<file path="src/rtl/mips_pkg.sv">
// Shared MIPS encodings and the control / ID-EX bundles
// used by the decode stage and its control decoder.
package mips_pkg;

  localparam logic [5:0] OP_RTYPE = 6'h00;
  localparam logic [5:0] OP_BEQ   = 6'h04;
  localparam logic [5:0] OP_BNE   = 6'h05;
  localparam logic [5:0] OP_ADDI  = 6'h08;
  localparam logic [5:0] OP_ADDIU = 6'h09;
  localparam logic [5:0] OP_SLTI  = 6'h0A;
  localparam logic [5:0] OP_ANDI  = 6'h0C;
  localparam logic [5:0] OP_ORI   = 6'h0D;
  localparam logic [5:0] OP_LUI   = 6'h0F;
  localparam logic [5:0] OP_LW    = 6'h23;
  localparam logic [5:0] OP_SW    = 6'h2B;

  localparam logic [5:0] FN_SLL  = 6'h00;
  localparam logic [5:0] FN_SRL  = 6'h02;
  localparam logic [5:0] FN_SRA  = 6'h03;
  localparam logic [5:0] FN_ADD  = 6'h20;
  localparam logic [5:0] FN_ADDU = 6'h21;
  localparam logic [5:0] FN_SUB  = 6'h22;
  localparam logic [5:0] FN_SUBU = 6'h23;
  localparam logic [5:0] FN_AND  = 6'h24;
  localparam logic [5:0] FN_OR   = 6'h25;
  localparam logic [5:0] FN_XOR  = 6'h26;
  localparam logic [5:0] FN_NOR  = 6'h27;
  localparam logic [5:0] FN_SLT  = 6'h2A;
  localparam logic [5:0] FN_SLTU = 6'h2B;

  typedef enum logic [3:0] {
    ALU_ADD  = 4'd0,
    ALU_SUB  = 4'd1,
    ALU_AND  = 4'd2,
    ALU_OR   = 4'd3,
    ALU_XOR  = 4'd4,
    ALU_NOR  = 4'd5,
    ALU_SLT  = 4'd6,
    ALU_SLTU = 4'd7,
    ALU_SLL  = 4'd8,
    ALU_SRL  = 4'd9,
    ALU_SRA  = 4'd10,
    ALU_LUI  = 4'd11
  } alu_op_e;

  typedef enum logic [1:0] {
    BR_NONE = 2'b00,
    BR_EQ   = 2'b01,
    BR_NE   = 2'b10
  } branch_e;

  typedef enum logic [1:0] {
    IMM_SIGN  = 2'd0,
    IMM_ZERO  = 2'd1,
    IMM_UPPER = 2'd2
  } imm_e;

  typedef struct packed {
    alu_op_e aluOp;
    logic    aluSrc;
    logic    regWrite;
    logic    memRead;
    logic    memWrite;
    branch_e branch;
    imm_e    immKind;
    logic    destRt;
    logic    usesRt;
    logic    illegal;
  } ctrl_t;

  typedef struct packed {
    logic        valid;
    logic [31:0] pc;
    logic [31:0] rsData;
    logic [31:0] rtData;
    logic [31:0] imm;
    logic [4:0]  destReg;
    logic [4:0]  rs;
    logic [4:0]  rt;
    logic [3:0]  aluOp;
    logic        aluSrc;
    logic        regWrite;
    logic        memRead;
    logic        memWrite;
    logic [1:0]  branch;
    logic        illegal;
  } id_ex_t;

  function automatic logic [31:0] extendImm(
    input imm_e        kind,
    input logic [15:0] raw
  );
    unique case (kind)
      IMM_ZERO:  extendImm = {16'h0, raw};
      IMM_UPPER: extendImm = {raw, 16'h0};
      default:   extendImm = {{16{raw[15]}}, raw};
    endcase
  endfunction

endpackage

</file>
<file path="src/rtl/mips_ctrl_decode.sv">
// Combinational opcode/funct to control-field decoder.
// Unknown encodings raise illegal with all side effects off.
module mips_ctrl_decode
  import mips_pkg::*;
(
  input  logic [5:0] Opcode_IN,
  input  logic [5:0] Funct_IN,
  output ctrl_t      Ctrl_OUT
);

  ctrl_t c;

  always_comb begin
    c = '0;
    c.aluOp   = ALU_ADD;
    c.branch  = BR_NONE;
    c.immKind = IMM_SIGN;
    unique case (1'b1)
      (Opcode_IN == OP_RTYPE): begin
        c.regWrite = 1'b1;
        c.usesRt   = 1'b1;
        case (Funct_IN)
          FN_ADD, FN_ADDU: c.aluOp = ALU_ADD;
          FN_SUB, FN_SUBU: c.aluOp = ALU_SUB;
          FN_AND:  c.aluOp = ALU_AND;
          FN_OR:   c.aluOp = ALU_OR;
          FN_XOR:  c.aluOp = ALU_XOR;
          FN_NOR:  c.aluOp = ALU_NOR;
          FN_SLT:  c.aluOp = ALU_SLT;
          FN_SLTU: c.aluOp = ALU_SLTU;
          FN_SLL:  c.aluOp = ALU_SLL;
          FN_SRL:  c.aluOp = ALU_SRL;
          FN_SRA:  c.aluOp = ALU_SRA;
          default: begin
            c.regWrite = 1'b0;
            c.illegal  = 1'b1;
          end
        endcase
      end
      (Opcode_IN == OP_ADDI),
      (Opcode_IN == OP_ADDIU): begin
        c.aluSrc   = 1'b1;
        c.regWrite = 1'b1;
        c.destRt   = 1'b1;
      end
      (Opcode_IN == OP_SLTI): begin
        c.aluOp    = ALU_SLT;
        c.aluSrc   = 1'b1;
        c.regWrite = 1'b1;
        c.destRt   = 1'b1;
      end
      (Opcode_IN == OP_ANDI): begin
        c.aluOp    = ALU_AND;
        c.aluSrc   = 1'b1;
        c.regWrite = 1'b1;
        c.destRt   = 1'b1;
        c.immKind  = IMM_ZERO;
      end
      (Opcode_IN == OP_ORI): begin
        c.aluOp    = ALU_OR;
        c.aluSrc   = 1'b1;
        c.regWrite = 1'b1;
        c.destRt   = 1'b1;
        c.immKind  = IMM_ZERO;
      end
      (Opcode_IN == OP_LUI): begin
        c.aluOp    = ALU_LUI;
        c.aluSrc   = 1'b1;
        c.regWrite = 1'b1;
        c.destRt   = 1'b1;
        c.immKind  = IMM_UPPER;
      end
      (Opcode_IN == OP_LW): begin
        c.aluSrc   = 1'b1;
        c.regWrite = 1'b1;
        c.memRead  = 1'b1;
        c.destRt   = 1'b1;
      end
      (Opcode_IN == OP_SW): begin
        c.aluSrc   = 1'b1;
        c.memWrite = 1'b1;
        c.usesRt   = 1'b1;
      end
      (Opcode_IN == OP_BEQ): begin
        c.aluOp  = ALU_SUB;
        c.branch = BR_EQ;
        c.usesRt = 1'b1;
      end
      (Opcode_IN == OP_BNE): begin
        c.aluOp  = ALU_SUB;
        c.branch = BR_NE;
        c.usesRt = 1'b1;
      end
      default: c.illegal = 1'b1;
    endcase
  end

  assign Ctrl_OUT = c;

endmodule

</file>
<file path="src/rtl/decode_stage.sv">
// MIPS decode stage: operand bypass, load-use hazard
// detection and the ID/EX pipeline register.
module decode_stage
  import mips_pkg::*;
(
  input  logic        CLOCK,
  input  logic        RESET,
  input  logic [31:0] Instr_IN,
  input  logic        InstrValid_IN,
  input  logic [31:0] PC_IN,
  output logic [4:0]  ReadRegister1_OUT,
  output logic [4:0]  ReadRegister2_OUT,
  input  logic [31:0] ReadData1_IN,
  input  logic [31:0] ReadData2_IN,
  input  logic [4:0]  WriteRegister_IN,
  input  logic [31:0] WriteData_IN,
  input  logic        WriteEnable_IN,
  input  logic        ExStall_IN,
  input  logic        Flush_IN,
  output logic        Stall_OUT,
  output logic        Valid_OUT,
  output logic [31:0] PC_OUT,
  output logic [31:0] RsData_OUT,
  output logic [31:0] RtData_OUT,
  output logic [31:0] Imm_OUT,
  output logic [4:0]  DestReg_OUT,
  output logic [4:0]  Rs_OUT,
  output logic [4:0]  Rt_OUT,
  output logic [3:0]  AluOp_OUT,
  output logic        AluSrc_OUT,
  output logic        RegWrite_OUT,
  output logic        MemRead_OUT,
  output logic        MemWrite_OUT,
  output logic [1:0]  Branch_OUT,
  output logic        Illegal_OUT
);

  logic [4:0] rs, rt, rd, dest;
  ctrl_t      ctrl;
  id_ex_t     idEx, decoded;
  logic       hazard, rsHit, rtHit;

  assign rs = Instr_IN[25:21];
  assign rt = Instr_IN[20:16];
  assign rd = Instr_IN[15:11];

  assign ReadRegister1_OUT = rs;
  assign ReadRegister2_OUT = rt;

  mips_ctrl_decode u_ctrl (
    .Opcode_IN (Instr_IN[31:26]),
    .Funct_IN  (Instr_IN[5:0]),
    .Ctrl_OUT  (ctrl)
  );

  function automatic logic [31:0] operand(
    input logic [4:0]  idx,
    input logic [31:0] rf,
    input logic        we,
    input logic [4:0]  wr,
    input logic [31:0] wd
  );
    if (idx == 5'd0)
      operand = 32'h0;
    else if (we && wr == idx)
      operand = wd;
    else
      operand = rf;
  endfunction

  assign dest = !ctrl.regWrite ? 5'd0
              : ctrl.destRt ? rt : rd;

  assign rsHit  = (idEx.destReg == rs);
  assign rtHit  = ctrl.usesRt && (idEx.destReg == rt);
  assign hazard = idEx.valid && idEx.memRead
               && (idEx.destReg != 5'd0)
               && InstrValid_IN && (rsHit || rtHit);

  assign Stall_OUT = hazard || ExStall_IN;

  always_comb begin
    decoded = '0;
    if (ctrl.illegal) begin
      decoded.illegal = 1'b1;
    end else begin
      decoded.valid    = 1'b1;
      decoded.pc       = PC_IN;
      decoded.rsData   = operand(rs, ReadData1_IN,
        WriteEnable_IN, WriteRegister_IN, WriteData_IN);
      decoded.rtData   = operand(rt, ReadData2_IN,
        WriteEnable_IN, WriteRegister_IN, WriteData_IN);
      decoded.imm      = extendImm(ctrl.immKind,
        Instr_IN[15:0]);
      decoded.destReg  = dest;
      decoded.rs       = rs;
      decoded.rt       = rt;
      decoded.aluOp    = ctrl.aluOp;
      decoded.aluSrc   = ctrl.aluSrc;
      decoded.regWrite = ctrl.regWrite && (dest != 5'd0);
      decoded.memRead  = ctrl.memRead;
      decoded.memWrite = ctrl.memWrite;
      decoded.branch   = ctrl.branch;
    end
  end

  // flush beats stall; a held ID/EX ignores hazards
  always_ff @(posedge CLOCK or negedge RESET) begin
    if (!RESET)
      idEx <= '0;
    else if (Flush_IN)
      idEx <= '0;
    else if (ExStall_IN)
      idEx <= idEx;
    else if (hazard || !InstrValid_IN)
      idEx <= '0;
    else
      idEx <= decoded;
  end

  assign Valid_OUT    = idEx.valid;
  assign PC_OUT       = idEx.pc;
  assign RsData_OUT   = idEx.rsData;
  assign RtData_OUT   = idEx.rtData;
  assign Imm_OUT      = idEx.imm;
  assign DestReg_OUT  = idEx.destReg;
  assign Rs_OUT       = idEx.rs;
  assign Rt_OUT       = idEx.rt;
  assign AluOp_OUT    = idEx.aluOp;
  assign AluSrc_OUT   = idEx.aluSrc;
  assign RegWrite_OUT = idEx.regWrite;
  assign MemRead_OUT  = idEx.memRead;
  assign MemWrite_OUT = idEx.memWrite;
  assign Branch_OUT   = idEx.branch;
  assign Illegal_OUT  = idEx.illegal;

endmodule

</file>
<file path="config.mk">
export PLATFORM = sky130hd
export DESIGN_NAME = decode_stage
export DESIGN_NICKNAME = d
export VERILOG_FILES = /design/src/rtl/mips_pkg.sv /design/src/rtl/mips_ctrl_decode.sv /design/src/rtl/decode_stage.sv
export SDC_FILE = /design/constraint.sdc
export NUM_CORES = 1
export LEC_CHECK = 0
export ABC_CLOCK_PERIOD_IN_PS = 2500
export BUFFER_PORTS_ARGS = -buffer_cell sky130_fd_sc_hd__buf_2
export CORE_AREA = 2 2 153 110
export CTS_CLUSTER_SIZE = 28
export DETAILED_ROUTE_END_ITERATION = 10
export DIE_AREA = 0 0 155 112
export PLACE_DENSITY_LB_ADDON = 0.3
export SETUP_SLACK_MARGIN = 0.1
export SLEW_MARGIN = 20
export SYNTH_ARGS = -nofsm -noshare
export SYNTH_HDL_FRONTEND = slang
export SYNTH_HIERARCHICAL = 1
export SYNTH_SLANG_ARGS = --single-unit
</file>
<file path="constraint.sdc">
create_clock -name CLOCK -period 2.5 [get_ports CLOCK]
set_input_delay 0.375 -clock CLOCK [delete_from_list [all_inputs] [get_ports CLOCK]]
set_output_delay 0.375 -clock CLOCK [all_outputs]
set_load 0.01 [all_outputs]
</file>
## Word level (Yosys, flattened, before mapping)

Cells that the tools add are included.
Widths: inputs -> output; s select.

| cells by class | value |
|---|---|
| multiplexer cells | 25 |
| reduce and logical (&&, ||, !) cells | 26 |
| equality and inequality tests | 29 |

Operators with widths:

| cell | count |
|---|---|
| $mux 155 | 3 |
| $mux 154 | 1 |
| $mux 32 | 4 |
| $eq 6x6->1 const B | 12 |
| $pmux 32 s2 | 1 |
| $pmux 4 s10 | 1 |
| $eq 6x4->1 const B | 6 |
| $pmux 4 s6 | 1 |
| $eq 5x5->1 | 4 |
| $reduce_or 13->1 | 1 |
| $eq 6x2->1 const B | 2 |
| $eq 6x3->1 const B | 2 |
| $logic_not 6->1 | 2 |
| $logic_not 5->1 | 2 |
| $mux 5 | 2 |
| $reduce_bool 5->1 | 2 |
| $reduce_or 10->1 | 1 |
| $logic_and 1x1->1 | 8 |
| $mux 1 | 8 |
| $pmux 2 s2 | 2 |
| $reduce_or 8->1 | 1 |
| $reduce_or 7->1 | 1 |
| $reduce_or 2->1 | 3 |
| $pmux 1 s2 | 2 |
| other kinds (6) | 8 |

| word-level totals | value |
|---|---|
| word-level logic and storage cells | 95 |
| output and inout port bits | 166 |
| flip-flop bits (word level) | 155 |

## Logic depth before layout (Yosys ltp)

| depth | value |
|---|---|
| depth in word-level cells | 11 |
| depth in mapped cells | 11 |

## By module

Netlist, hierarchy kept.

Modules (own cells, without submodules):

| module | area an instance (sq um) | sequential area each (sq um) | cells each | times used |
|---|---|---|---|---|
| decode_stage | 6941.7 | 3878.7 | 595 | 1 |
| mips_ctrl_decode | 450.4 | 0.0 | 75 | 1 |

## Worst setup path before layout

Ideal clock, no wire load.

| path | value |
|---|---|
| path type | input-to-reg |
| start point | input port Instr_IN[27] |
| end point | register idEx, in the netlist RtData_OUT[23] |
| cell stages on the path | 10 |
| path slack | 6 ps |
| arrival | 2398 ps |
| required time | 2404 ps |
| cells stage by stage | buf_6 or4_4 a2111oi_4 nand3_1 o211a_1 nor2b_1 o21ai_2 buf_6 buf_6 o31ai_1 |

RTL lines:

| element | RTL line | source |
|---|---|---|
| start: declaration | decode_stage.sv:8 | `input logic [31:0] Instr_IN,` |
| end signal: assignment | decode_stage.sv:114 | `idEx <= idEx;` |
| end signal: assignment | decode_stage.sv:118 | `idEx <= decoded;` |
| end: declaration | decode_stage.sv:40 | `id_ex_t idEx, decoded;` |

## Final worst setup path

| path | value |
|---|---|
| start point | register idEx, in the netlist DestReg_OUT[2] |
| end point | output port Stall_OUT |

| on the way | value |
|---|---|
| word-level cells in the longest chain between the ends | 5 |
| elaborated cells on any way between the ends | 9 |
| classes of those cells | eq/ne (2); reduce/logical (7) |

Ends and longest elaborated chain:

| element | RTL line | source |
|---|---|---|
| $eq 5x5->1 or $reduce_bool 5->1 (tied branches) | decode_stage.sv:75, decode_stage.sv:77 |  |
| $logic_and 1x1->1, on equally long branches | decode_stage.sv:75, decode_stage.sv:77 |  |
| $logic_or 1x1->1 or $logic_and 1x1->1 (tied branches) | decode_stage.sv:78 | `&& InstrValid_IN && (rsHit \|\| rtHit);` |
| $logic_and 1x1->1 (*) | decode_stage.sv:78 |  |
| $logic_or 1x1->1 (*) | decode_stage.sv:80 | `assign Stall_OUT = hazard \|\| ExStall_IN;` |
| end: declaration | decode_stage.sv:20 | `output logic Stall_OUT,` |

Mark *: on every way between the ends. The rest lies on a longest branch, timed or not.

==> impl_metrics.env <==
export IMPL_cts_inserted_buffers=17
export IMPL_place_inst=1168
export IMPL_crit_arrival_ns=1.98
export IMPL_grtUsageTotal=0.2661
export IMPL_grt_setup_unrepaired="false"
export IMPL_final_nets=1163
export IMPL_status="finished clean"
export IMPL_vias=6646
export IMPL_clk_latency_ns=0.42
export IMPL_postSynthCellCount=670
export IMPL_ys_top_cells_by_area="dfrtp_1, mux2i_1, o31ai_1"
export IMPL_cp_max_fo=5
export IMPL_final_cells=1208
export IMPL_drtPass1Iterations=5
export IMPL_p_per_area_nw_per_um2=610.0
export IMPL_hp_class="in -> reg"
export IMPL_dr_first_iter_drc_count=500
export IMPL_synth_cell_type_count=45
export IMPL_fin_crit_sh=0.9415
export IMPL_synth_top_cell_area_share=0.5247
export IMPL_maxCapViolCount=0
export IMPL_synth_edf_count=0
export IMPL_cp_required_ns=2.12
export IMPL_reg2reg_depth=9
export IMPL_clkSinkCount=155
export IMPL_finalSetupViolations=0
export IMPL_synthFlopType="dfrtp_1"
export IMPL_whs_endpoint="PC_OUT[21]"
export IMPL_fmaxAchievable_mhz=424.9
export IMPL_dieArea_sq_um=17360
export IMPL_rows=39
export IMPL_drive_above_1_share=0.4277
export IMPL_die_h_microns=112
export IMPL_p_leak_nw=5.154
export IMPL_port_buffer_count=336
export IMPL_cts_root_buf="clkbuf_16"
export IMPL_met1Wirelength_microns=9854
export IMPL_diodes=0
export IMPL_wl_met3_microns=1791
export IMPL_place_detailed_hpwl_microns=16420
export IMPL_viasPerCell=5.502
export IMPL_slew_headroom=0.6295
export IMPL_die_w_microns=155
export IMPL_finish_utilization=0.6284
export IMPL_cp_start_kind="register"
export IMPL_final_common_cell="buf_2"
export IMPL_worstMarginPinSlew_ns=0.5558
export IMPL_ir_drop_v=0.0003816
export IMPL_floorplan_initialDensity=0.4633
export IMPL_synth_largest_area_cell="dfrtp_1"
export IMPL_cts_tree="built"
export IMPL_wl_per_cell_microns=18.98
export IMPL_grt_max_degree=103
export IMPL_crit_start="DestReg_OUT[2]"
export IMPL_final_cell_mix="buf_2, dfrtp_1, nand2_1"
export IMPL_area_growth_pct=35.65
export IMPL_grt_pass1_wl_microns=36560
export IMPL_grt_pass1_vias=6626
export IMPL_clk_pin_slew_worst_paths_ns=0.07
export IMPL_fin_tns_setup_ns=0
export IMPL_synth_seq_cells=155
export IMPL_slew_violations=0
export IMPL_dr_wl_met2_microns=10780
export IMPL_clockBufferDepth=2
export IMPL_min_path_cells=2
export IMPL_yosys_warnings=6
export IMPL_end_kind="output pin"
export IMPL_n_fill_cell=1333
export IMPL_core_sq_um=15960
export IMPL_report_final_hold_viol_count=0
export IMPL_drc=0
export IMPL_htreeDepth=4
export IMPL_place_gp_congestion=0.9701
export IMPL_r2r_end="RtData_OUT[17]"
export IMPL_r2r_setup_slack_ns=0.21
export IMPL_worstSetupPathType="reg -> out"
export IMPL_dp_worst_setup_slack_ns=-0.01371
export IMPL_finalWorstSetupSlack_ns=0.1463
export IMPL_yosysSeqAreaShare=0.5247
export IMPL_min_from="PC_IN[21]"
export IMPL_fin_crit_ns=2.354
export IMPL_synth_avg_cell_area_sq_um=11.03
export IMPL_syn_area_sq_um=7392
export IMPL_overflow=0
export IMPL_ios=337
export IMPL_drtAntennaViolNets=0
export IMPL_antenna_found_initial=0
export IMPL_timing_hold_ws_ns=0.1737
export IMPL_r2r_start="DestReg_OUT[1]"
export IMPL_dr_max_layer_used="met4"
export IMPL_syn_num_nets=843
export IMPL_totalWireLength_microns=22920
export IMPL_synth_async_sr_flop_share=1.000
export IMPL_clock_skew_ns=0.01435
==> logic make-up (layout without fill, tap and decap cells) <==
family,Yosys count,count (layout),synth area share
adder cells (fa/ha/maj),2,2,0.003385
buffers and inverters,78,411,0.05653
XOR/XNOR,22,22,0.02607
AO/OA/AOI/OAI,194,194,0.2029
multiplexers,70,70,0.09563
AND/OR/NAND/NOR,149,149,0.09073
flip-flops,155,155,0.5247
==> stage by stage <==
stage	power (mW)	cell area, sq um
floorplan	2.851	7395
global placement	3.175	9269
detailed placement	3.184	9269
CTS	6.173	9985
global route	6.359	10030
finish	6.117	10030
==> metal layers <==
metal  vias up  track usage
met1      3233       0.3659
met2       287       0.4136
met3        37      0.07123
li1       3089            -
met5         -            0
met4         0      0.08333
==> synth_stat cells (2+ instances only) <==
| library cell | count |
|---|---|
| a21oi_1 | 17 |
| a22o_1 | 52 |
| a31oi_1 | 2 |
| a32o_1 | 19 |
| a32oi_1 | 3 |
| and3_1 | 2 |
| buf_2 | 13 |
| buf_4 | 13 |
| buf_6 | 8 |
| clkbuf_1 | 36 |
| dfrtp_1 | 155 |
| ha_1 | 2 |
| inv_1 | 7 |
| mux2_2 | 5 |
| mux2i_1 | 65 |
| nand2_1 | 96 |
| nand2b_1 | 6 |
| nand3_1 | 2 |
| nor2_1 | 11 |
| nor2b_1 | 7 |
| nor3_1 | 7 |
| nor4_1 | 5 |
| o21a_1 | 2 |
| o21ai_0 | 25 |
| o21ai_2 | 2 |
| o31ai_1 | 64 |
| or2_2 | 4 |
| or4_1 | 3 |
| xnor2_1 | 4 |
| xor2_1 | 18 |
==> state kept, by name, summed over array words and instances, names as in the netlist <==
signal / flops
RtData_OUT: 32
DestReg_OUT: 5
AluSrc_OUT: 1
Illegal_OUT: 1
MemWrite_OUT: 1
Rt_OUT: 5
MemRead_OUT: 1
RsData_OUT: 32
PC_OUT: 32
Branch_OUT: 2
Imm_OUT: 32
Valid_OUT: 1
RegWrite_OUT: 1
Rs_OUT: 5
AluOp_OUT: 4
==> final cells by class <==
class                   count  area [sq um]  share of cell area
clock inverters            15         247.7             0.02471
inverters                   7         26.28            0.002620
repair buffers            372          2048              0.2043
flip-flops and latches    155          3884              0.3873
clock buffers              17         425.4             0.04243
multi-input cells         437          3139              0.3131
well taps                 205         256.5             0.02558
==> how the worst max path moves through the flow <==
stage                          end  slack, ns  cells after the start
floorplan           RtData_OUT[23]       0.17                     10
global placement        Imm_OUT[2]       0.05                      9
detailed placement      Imm_OUT[1]      -0.01                      9
CTS                      Stall_OUT       0.10                      6
global route             Stall_OUT        0.1                      5
finish                   Stall_OUT       0.15                      5
==> worst max-delay path, stage by stage (launching register included) <==
cell,delay (ns)
dfrtp_1,0.48
or4_4,0.53
o2111ai_4,0.21
or2_4,0.17
nand2b_1,0.05
buf_2,0.13
==> power by group <==
part	total (mW)	internal, mW	switching [mW]
sequential	2.55	2.54	0.0165
clock	2.98	1.82	1.16
combinational	0.586	0.242	0.344
==> what timing repair did <==
| action | CTS | global route |
|---|---|---|
| resized for setup | 4 | 3 |
| hold buffers | 1 | 0 |
| pin swaps | 2 | 4 |
| endpoints found under the setup margin | 1 | 1 |
| buffers inserted | 2 | 5 |
| hold endpoints to repair | 51 | 0 |
Note: power is estimated with default switching activity, not from simulation.
